==> src/rtl/mem_wb_elastic_reg_if.sv <==
// Handshake bundle between the MEM stage, the MEM/WB elastic register and WB.
// The master modport belongs to whoever drives the register's inputs.
interface mem_wb_elastic_reg_if #(
  parameter int DATA_W = 32,
  parameter int DEST_W = 4,
  parameter int CTRL_W = 2
);
  logic              stall;
  logic              flush;
  logic              in_valid;
  logic              in_ready;
  logic [CTRL_W-1:0] in_ctrl;
  logic [DATA_W-1:0] in_alu_result;
  logic [DATA_W-1:0] in_mem_value;
  logic [DEST_W-1:0] in_dest;
  logic              out_valid;
  logic              out_ready;
  logic [CTRL_W-1:0] out_ctrl;
  logic [DATA_W-1:0] out_alu_result;
  logic [DATA_W-1:0] out_mem_value;
  logic [DEST_W-1:0] out_dest;
  logic [1:0]        occupancy;

  modport master (
    output stall, flush, in_valid, in_ctrl, in_alu_result, in_mem_value, in_dest, out_ready,
    input  in_ready, out_valid, out_ctrl, out_alu_result, out_mem_value, out_dest, occupancy
  );

  modport slave (
    input  stall, flush, in_valid, in_ctrl, in_alu_result, in_mem_value, in_dest, out_ready,
    output in_ready, out_valid, out_ctrl, out_alu_result, out_mem_value, out_dest, occupancy
  );
endinterface

==> src/rtl/mem_wb_elastic_reg.sv <==
// MEM->WB stage register with valid/ready flow control, stall, flush and an
// optional 2-entry skid buffer that keeps in_ready off the combinational path.
module mem_wb_elastic_reg #(
  parameter int DATA_W = 32,
  parameter int DEST_W = 4,
  parameter int CTRL_W = 2,
  parameter int SKID   = 1
) (
  input logic                  clk,
  input logic                  rst,
  mem_wb_elastic_reg_if.slave  bus
);

  typedef struct packed {
    logic [CTRL_W-1:0] ctrl;
    logic [DATA_W-1:0] alu;
    logic [DATA_W-1:0] mem;
    logic [DEST_W-1:0] dest;
  } entry_t;

  entry_t in_e, main_q, main_d;
  logic   in_fire, out_fire;

  assign in_e     = '{ctrl: bus.in_ctrl, alu: bus.in_alu_result,
                      mem: bus.in_mem_value, dest: bus.in_dest};
  assign in_fire  = bus.in_valid & bus.in_ready;
  assign out_fire = bus.out_valid & bus.out_ready & ~bus.stall;

  // Head entry is always in main_q; it is zeroed whenever it is not valid.
  assign bus.out_ctrl       = main_q.ctrl;
  assign bus.out_alu_result = main_q.alu;
  assign bus.out_mem_value  = main_q.mem;
  assign bus.out_dest       = main_q.dest;

  always_ff @(posedge clk or negedge rst) begin
    if (!rst) main_q <= '0;
    else      main_q <= main_d;
  end

  generate
    if (SKID != 0) begin : g_skid
      typedef enum logic [1:0] {EMPTY = 2'd0, ONE = 2'd1, TWO = 2'd2} state_t;
      state_t state_q, state_d;
      entry_t skid_q, skid_d;

      always_ff @(posedge clk or negedge rst) begin
        if (!rst) begin
          state_q <= EMPTY;
          skid_q  <= '0;
        end else begin
          state_q <= state_d;
          skid_q  <= skid_d;
        end
      end

      always_comb begin
        state_d = state_q;
        main_d  = main_q;
        skid_d  = skid_q;
        if (bus.flush) begin
          state_d = EMPTY;
          main_d  = '0;
          skid_d  = '0;
        end else begin
          case (state_q)
            EMPTY: if (in_fire) begin
              state_d = ONE;
              main_d  = in_e;
            end
            ONE: begin
              if (in_fire && out_fire) begin
                main_d = in_e;
              end else if (in_fire) begin
                state_d = TWO;
                skid_d  = in_e;
              end else if (out_fire) begin
                state_d = EMPTY;
                main_d  = '0;
              end
            end
            TWO: if (out_fire) begin
              state_d = ONE;
              main_d  = skid_q;
              skid_d  = '0;
            end
            default: begin
              state_d = EMPTY;
              main_d  = '0;
              skid_d  = '0;
            end
          endcase
        end
      end

      // Ready comes from the state flop only, never from out_ready.
      assign bus.in_ready  = (state_q != TWO) & ~bus.stall;
      assign bus.out_valid = (state_q != EMPTY);
      assign bus.occupancy = state_q;
    end else begin : g_single
      logic v_q, v_d;

      always_ff @(posedge clk or negedge rst) begin
        if (!rst) v_q <= 1'b0;
        else      v_q <= v_d;
      end

      always_comb begin
        v_d    = v_q;
        main_d = main_q;
        if (bus.flush) begin
          v_d    = 1'b0;
          main_d = '0;
        end else if (in_fire) begin
          v_d    = 1'b1;
          main_d = in_e;
        end else if (out_fire) begin
          v_d    = 1'b0;
          main_d = '0;
        end
      end

      assign bus.in_ready  = (~v_q | bus.out_ready) & ~bus.stall;
      assign bus.out_valid = v_q;
      assign bus.occupancy = {1'b0, v_q};
    end
  endgenerate

endmodule
==> src/flat_wrapper.sv <==
// flat-port wrapper written by rule: the top's interface ports become plain ports
module mem_wb_elastic_reg_flat 
#(
  parameter int DATA_W = 32,
  parameter int DEST_W = 4,
  parameter int CTRL_W = 2,
  parameter int SKID   = 1
)
  (clk, rst, bus_stall, bus_flush, bus_in_valid, bus_in_ctrl, bus_in_alu_result, bus_in_mem_value, bus_in_dest, bus_out_ready, bus_in_ready, bus_out_valid, bus_out_ctrl, bus_out_alu_result, bus_out_mem_value, bus_out_dest, bus_occupancy);
  mem_wb_elastic_reg_if #(.DATA_W(DATA_W), .DEST_W(DEST_W), .CTRL_W(CTRL_W)) bus_i ();
  input logic clk;
  input logic rst;
  input wire logic [$bits(bus_i.stall)-1:0] bus_stall;
  input wire logic [$bits(bus_i.flush)-1:0] bus_flush;
  input wire logic [$bits(bus_i.in_valid)-1:0] bus_in_valid;
  input wire logic [$bits(bus_i.in_ctrl)-1:0] bus_in_ctrl;
  input wire logic [$bits(bus_i.in_alu_result)-1:0] bus_in_alu_result;
  input wire logic [$bits(bus_i.in_mem_value)-1:0] bus_in_mem_value;
  input wire logic [$bits(bus_i.in_dest)-1:0] bus_in_dest;
  input wire logic [$bits(bus_i.out_ready)-1:0] bus_out_ready;
  output wire logic [$bits(bus_i.in_ready)-1:0] bus_in_ready;
  output wire logic [$bits(bus_i.out_valid)-1:0] bus_out_valid;
  output wire logic [$bits(bus_i.out_ctrl)-1:0] bus_out_ctrl;
  output wire logic [$bits(bus_i.out_alu_result)-1:0] bus_out_alu_result;
  output wire logic [$bits(bus_i.out_mem_value)-1:0] bus_out_mem_value;
  output wire logic [$bits(bus_i.out_dest)-1:0] bus_out_dest;
  output wire logic [$bits(bus_i.occupancy)-1:0] bus_occupancy;
  assign bus_i.stall = bus_stall;
  assign bus_i.flush = bus_flush;
  assign bus_i.in_valid = bus_in_valid;
  assign bus_i.in_ctrl = bus_in_ctrl;
  assign bus_i.in_alu_result = bus_in_alu_result;
  assign bus_i.in_mem_value = bus_in_mem_value;
  assign bus_i.in_dest = bus_in_dest;
  assign bus_i.out_ready = bus_out_ready;
  assign bus_in_ready = bus_i.in_ready;
  assign bus_out_valid = bus_i.out_valid;
  assign bus_out_ctrl = bus_i.out_ctrl;
  assign bus_out_alu_result = bus_i.out_alu_result;
  assign bus_out_mem_value = bus_i.out_mem_value;
  assign bus_out_dest = bus_i.out_dest;
  assign bus_occupancy = bus_i.occupancy;
  mem_wb_elastic_reg #(.DATA_W(DATA_W), .DEST_W(DEST_W), .CTRL_W(CTRL_W), .SKID(SKID)) u_core (.clk(clk), .rst(rst), .bus(bus_i));
endmodule
==> config.mk <==
export PLATFORM = sky130hd
export DESIGN_NAME = mem_wb_elastic_reg_flat
export DESIGN_NICKNAME = d
export VERILOG_FILES = /design/src/rtl/mem_wb_elastic_reg_if.sv /design/src/rtl/mem_wb_elastic_reg.sv /design/src/flat_wrapper.sv
export SDC_FILE = /design/constraint.sdc
export NUM_CORES = 1
export LEC_CHECK = 0
export BUFFER_PORTS_ARGS = -buffer_cell sky130_fd_sc_hd__buf_2
export CAP_MARGIN = 20
export CORE_UTILIZATION = 45
export CTS_BUF_LIST = sky130_fd_sc_hd__clkbuf_4
export CTS_CLUSTER_SIZE = 20
export DETAILED_ROUTE_END_ITERATION = 16
export GPL_TIMING_DRIVEN = 0
export PLACE_DENSITY = 0.8
export SYNTH_ARGS = -nofsm -noshare
export SYNTH_HDL_FRONTEND = slang
export SYNTH_SLANG_ARGS = --single-unit
==> constraint.sdc <==
create_clock -name clk -period 1.83 [get_ports clk]
set_clock_uncertainty 0.1 [all_clocks]
set_input_delay 0 -clock clk [delete_from_list [all_inputs] [get_ports clk]]
set_output_delay 0 -clock clk [all_outputs]
set_load 0.01 [all_outputs]
# Word level (Yosys, flattened, before mapping)

Index checks and enable logic that the tools add are counted.

Input port bits: 76
Output and inout port bits: 74
Register bits after elaboration: 142

Bitwise logic cells: 5
Reductions and logical operators: 6
Eq/ne operators: 11
Multiplexer cells: 17

Operator list:

| kind                                                                    | count |
|---|---|
| 70-bit two-way mux                                                      | 8 |
| 70-bit one-hot mux with 3 select lines                                  | 2 |
| 2-bit two-way mux                                                       | 6 |
| 4-bit AND reduction                                                     | 3 |
| 3-bit by 2-bit inequality test with 1-bit output, second input constant | 3 |
| 4-bit by 2-bit inequality test with 1-bit output, second input constant | 2 |
| 2-bit one-hot mux with 3 select lines                                   | 1 |
| 1-bit AND                                                               | 4 |
| 2-bit inequality test, second input constant                            | 2 |
| 4-bit inequality test, second input constant                            | 1 |
| 3-bit inequality test, second input constant                            | 1 |
| 2-bit by 1-bit == test with 1-bit output, second input constant         | 1 |
| 2-bit == test, second input constant                                    | 1 |
| 2-bit zero test                                                         | 1 |
| 2-bit nonzero test                                                      | 1 |
| 1-bit logical AND                                                       | 1 |
| 1-bit NOT                                                               | 1 |

# Depth between registers and ports, before layout

Word-level depth: 8
Depth in mapped cells: 7
Depth with buffers taken out: 4

# Worst setup path before layout

OpenSTA, ideal clock, no wires.

Path type: register to register
Start: register u_core.g_skid.state_q[1] (netlist: u_core.bus.occupancy[1])
End: register u_core.main_q, in the netlist u_core.bus.out_alu_result[0]
Setup time: 0.121 ns
Stages on the path, launching flop included: 7
Required time: 1.609 ns
Setup slack: -0.050 ns
Period minus slack after synthesis: 1.880 ns
Arrival: 1.660 ns
Path buffers: 2
Cell sequence: dfrtp_1 > buf_4 > or2_2 > nor3b_1 > a211oi_2 > buf_6 > a22o_1

Word-level cells in the longest chain between the ends: 7
Elaborated cells on any way between the ends: 18
Those cells by class: eq/ne: 7; mux: 3; bitwise: 4; reduce/logical: 4

Ends and longest elaborated chain:

| element                                | RTL line                 | text |
|---|---|---|
| from (decl)                            | mem_wb_elastic_reg.sv:43 | `state_t state_q, state_d;` |
| from (signal assigned)                 | mem_wb_elastic_reg.sv:51 | `state_q <= state_d;` |
| 2-bit nonzero test (*)                 | mem_wb_elastic_reg.sv:97 | `assign bus.out_valid = (state_q != EMPTY);` |
| net bus_out_valid                      | flat_wrapper.sv:22       | `output wire logic [$bits(bus_i.out_valid)-1:0] bus_out_valid;` |
| 1-bit AND (*) (2 in a row)             | mem_wb_elastic_reg.sv:27 | `assign out_fire = bus.out_valid & bus.out_ready & ~bus.stall;` |
| 1-bit logical AND                      | mem_wb_elastic_reg.sv:71 | `if (in_fire && out_fire) begin` |
| 70-bit two-way mux                     | mem_wb_elastic_reg.sv:71 |  |
| 70-bit one-hot mux with 3 select lines | mem_wb_elastic_reg.sv:65 | `case (state_q)` |
| 70-bit two-way mux                     | mem_wb_elastic_reg.sv:60 | `if (bus.flush) begin` |
| to (signal assigned)                   | mem_wb_elastic_reg.sv:37 | `else main_q <= main_d;` |
| to (decl)                              | mem_wb_elastic_reg.sv:21 | `entry_t in_e, main_q, main_d;` |

The timed path passes the listed nets; every way through them passes the cells marked *.
A chain may end at the register's enable or synchronous reset.

# Worst setup path after layout

Start: register u_core.g_skid.state_q[0] (netlist: u_core.bus.occupancy[0])
End: register u_core.main_q, in the netlist u_core.bus.out_dest[0]

Word-level cells in the longest chain between the ends: 7
Elaborated cells on any way between the ends: 18
Those cells by class: eq/ne: 7; mux: 3; bitwise: 4; reduce/logical: 4

Ends and longest elaborated chain:

| element                                                            | RTL line |
|---|---|
| 2-bit inequality test / 2-bit nonzero test (equally long branches) | mem_wb_elastic_reg.sv:96, mem_wb_elastic_reg.sv:97 |
| 1-bit AND, on equally long branches                                | mem_wb_elastic_reg.sv:96, mem_wb_elastic_reg.sv:27 |
| 1-bit AND, on equally long branches                                | mem_wb_elastic_reg.sv:26, mem_wb_elastic_reg.sv:27 |
| 1-bit logical AND                                                  | mem_wb_elastic_reg.sv:71 |
| 70-bit two-way mux                                                 | mem_wb_elastic_reg.sv:71 |
| 70-bit one-hot mux with 3 select lines                             | mem_wb_elastic_reg.sv:65 |
| 70-bit two-way mux                                                 | mem_wb_elastic_reg.sv:60 |

Parallel ways exist; a longest one is shown, timed or not.

==> impl_metrics.tcl <==
set metrics [dict create \
    status "complete, but fails checks" \
    violations "setup timing" \
    internal_power_w 0.00482 \
    avgSynthCellArea_um2 11.6 \
    yosysSeqAreaShare_pct 53.5 \
    slew_headroom_pct 50.5 \
    firstDrtPassIters 5 \
    ys_seq_elements 142 \
    period_share_pct 100 \
    drv_slew 0 \
    grt_pass1_wl_mm 28.0 \
    p_sw_share_pct 26.6 \
    root_buffer "clkbuf_4" \
    post_drt_via_cell_ratio 5.48 \
    routed-wl-met3_um 790 \
    globalplace.congestion 0.751 \
    critPathMaxFanout 10 \
    boundaryPins 150 \
    grt_pass1_vias 5511 \
    drt_iter0_drc 353 \
    cts_buffer_depth 2 \
    critPathArrivalTime_ns 2.18 \
    yosysWarnings 0 \
    nNetsFinal 907 \
    max_freq_ghz 0.546 \
    layout_commonest_cell "buf_2" \
    core_area_um2 14500 \
    met2WireLength_mm 8.70 \
    drive_gt1_share_pct 29.9 \
    synth_cell_types 21 \
    setup_viol 4 \
    syn_nets 651 \
    grt_max_degree 81 \
    crit_path_start_kind "register" \
    power.leakage_nw 4.30 \
    numPortBuffers 147 \
    syn_to_final_growth_pct 35.8 \
    clk_latency_ns 0.56 \
    regArea_um2 3550 \
    finalCriticalPeriod_ns 1.83 \
    p_per_area_nw_per_um2 729 \
    cts_sinks 142 \
    fillers 1174 \
    synth-simple-area-share_pct 5.18 \
    power_frac_seq_pct 50.3 \
    antenna_found_initial 1 \
    clkPwrFrac_pct 33.6 \
    routed.top_layer "met4" \
    p_comb_share_pct 16.1 \
    dieArea_um2 15300 \
    worst_ep_required_time_ns 2.18 \
    hpwl_mm 10.8 \
    die_w_um 124 \
    drc 0 \
    dp_slack_ns -0.482 \
    hold_violations 0 \
    grt_overflow_total 0 \
    vias 5636 \
    wirelength_mm 17.8 \
    setup_ws_ns -0.00255 \
    drtAntennaViolNets 0 \
    start_util_pct 45.9 \
    synth_compound_area_share_pct 25.1 \
    cts_made_buffers 17 \
    wl_per_cell_um 17.3 \
    synth.mux.area_fraction_pct 10.7 \
    mostFrequentLayoutCells "buf_2 (156), dfrtp_1 (141), a22o_1 (140), dlygate4sd3_1 (76), nand2_1 (73)" \
    tightest_slew_ns 0.742 \
    cts_tree "done" \
    syn-cell-area_um2 6650 \
    yosys.area_share.xor_xnor_pct 0 \
    die_h_um 124 \
    final_core_util_pct 62.3 \
    rows 44 \
    clk_pin_slew_ns 0.13 \
    synth_adder_area_share_pct 0 \
    endpoint_kind "register" \
    synth_top_family_by_area "compound AO/OA/AOI/OAI gates" \
    wl_met1_mm 8.02 \
    multi_input_area_um2 2790 \
    h-tree-depth 4 \
    grt_usage_pct 24.1 \
    ir_worst_vdd_mv 0.373 \
    postSynthCellCount 575 \
    p_sw_w 0.00175 \
    cap_violations 0 \
    hold_class "input port to register" \
    crit_type "register to register" \
    rsz0062_at_grt "true" \
]
-- sequential cells by signal, indices dropped and copies added, names as in the netlist --
signal,count
u_core.bus.out_mem_value,32
u_core.bus.out_alu_result,32
u_core.bus.occupancy,2
u_core.g_skid.skid_q,70
u_core.bus.out_dest,4
u_core.bus.out_ctrl,2
-- final cells by class --
| cell class | count | area share [%] |
|---|---|---|
| antenna | 1 | 0.0277 |
| clock buffer | 18 | 1.50 |
| timing repair buffer | 238 | 18.7 |
| tap | 184 | 2.55 |
| clock inverter | 14 | 1.93 |
| inverter | 2 | 0.0832 |
| buffer | 54 | 4.96 |
| multi-input combinational | 376 | 30.9 |
| sequential | 142 | 39.4 |
-- per-layer routing --
metal / up-vias / track usage [%]
li1: 2662 / -
met1: 2782 / 31.8
met2: 166 / 38.3
met3: 26 / 6.13
met4: 0 / 8.81
met5: - / 0
-- through the flow --
| stage | total power [W] | area [um2] | instances | hold slack, ns | TNS, ns |
|---|---|---|---|---|---|
| 5_1_grt | 0.00689 | 9030 | 1029 | 0.0692 | -2.00 |
| 3_5_place_dp | 0.00422 | 7660 | 908 | -0.0166 | -61.59 |
| 2_1_floorplan | 0.00381 | 6650 | 575 | -0.396 | 0 |
| 6_report | 0.00658 | 9030 | 1029 | 0.102 | -0.00619 |
| 3_3_place_gp | 0.00420 | 7620 | 906 | 0.144 | -256.82 |
| 4_1_cts | 0.00657 | 8890 | 1026 | 0.0569 | 0 |
-- cell usage after synthesis --
| library cell | number | area share, % |
|---|---|---|
| a2111oi_4 | 1 | 0.41 |
| a211oi_2 | 2 | 0.38 |
| a21oi_1 | 7 | 0.53 |
| a22o_1 | 140 | 18 |
| and2_4 | 1 | 0.13 |
| buf_2 | 27 | 2.0 |
| buf_4 | 2 | 0.23 |
| buf_6 | 15 | 2.5 |
| clkbuf_1 | 11 | 0.62 |
| dfrtp_1 | 142 | 53 |
| inv_1 | 2 | 0.11 |
| mux2i_1 | 71 | 11 |
| nand2_1 | 74 | 4.2 |
| nand3b_1 | 1 | 0.11 |
| nor2_1 | 2 | 0.11 |
| nor2b_1 | 1 | 0.094 |
| nor3_1 | 1 | 0.075 |
| nor3b_1 | 2 | 0.23 |
| nor4bb_1 | 1 | 0.15 |
| o21ai_0 | 71 | 5.3 |
| or2_2 | 1 | 0.094 |
-- final timing paths --
path | from | endpoint | slack, ns | depth (start not counted)
worst max-delay path | u_core.bus.occupancy[0] | u_core.bus.out_dest[0] | -0.003 | 7
worst min-delay path | bus_in_alu_result[26] | u_core.g_skid.skid_q[62] | 0.10 | 3
worst max register to register | u_core.bus.occupancy[0] | u_core.bus.out_dest[0] | -0.003 | 7
worst min register to register | u_core.bus.out_alu_result[2] | u_core.bus.out_alu_result[2] | 0.41 | 1
max in group asynchronous | rst | u_core.bus.occupancy[0] | 0.35 | 4
min in group asynchronous | rst | u_core.bus.out_alu_result[2] | 0.47 | 3
-- cells by family after synthesis --
logic type | Yosys count
buffers and inverters | 57
AND/OR/NAND/NOR | 84
flip-flops | 142
AO/OA/AOI/OAI | 221
multiplexers | 71
-- repair_timing --
action,CTS,global route
hold buffers,76,0
gates resized for setup,26,36
endpoints found under the setup margin,142,141
pin swaps,4,21
buffers inserted,10,1
endpoints found under the hold margin,284,0
gates cloned,0,2
-- critical path, cell delays in order (launching register included) --
cell      delay, ns
dfrtp_2        0.46
buf_6          0.13
or2_4          0.23
nor3b_4        0.21
a211oi_4       0.08
buf_6          0.15
buf_6          0.14
a22o_1         0.23
-- power groups by stage --
stage,Clock [W],Sequential (W),Combinational [W]
floorplan,0,0.00340,0.000408
global placement,0,0.00337,0.000831
detailed placement,0,0.00337,0.000854
CTS,0.00224,0.00331,0.00102
global route,0.00240,0.00333,0.00116
finish,0.00221,0.00331,0.00106
Power figures use the tool's default switching activity.
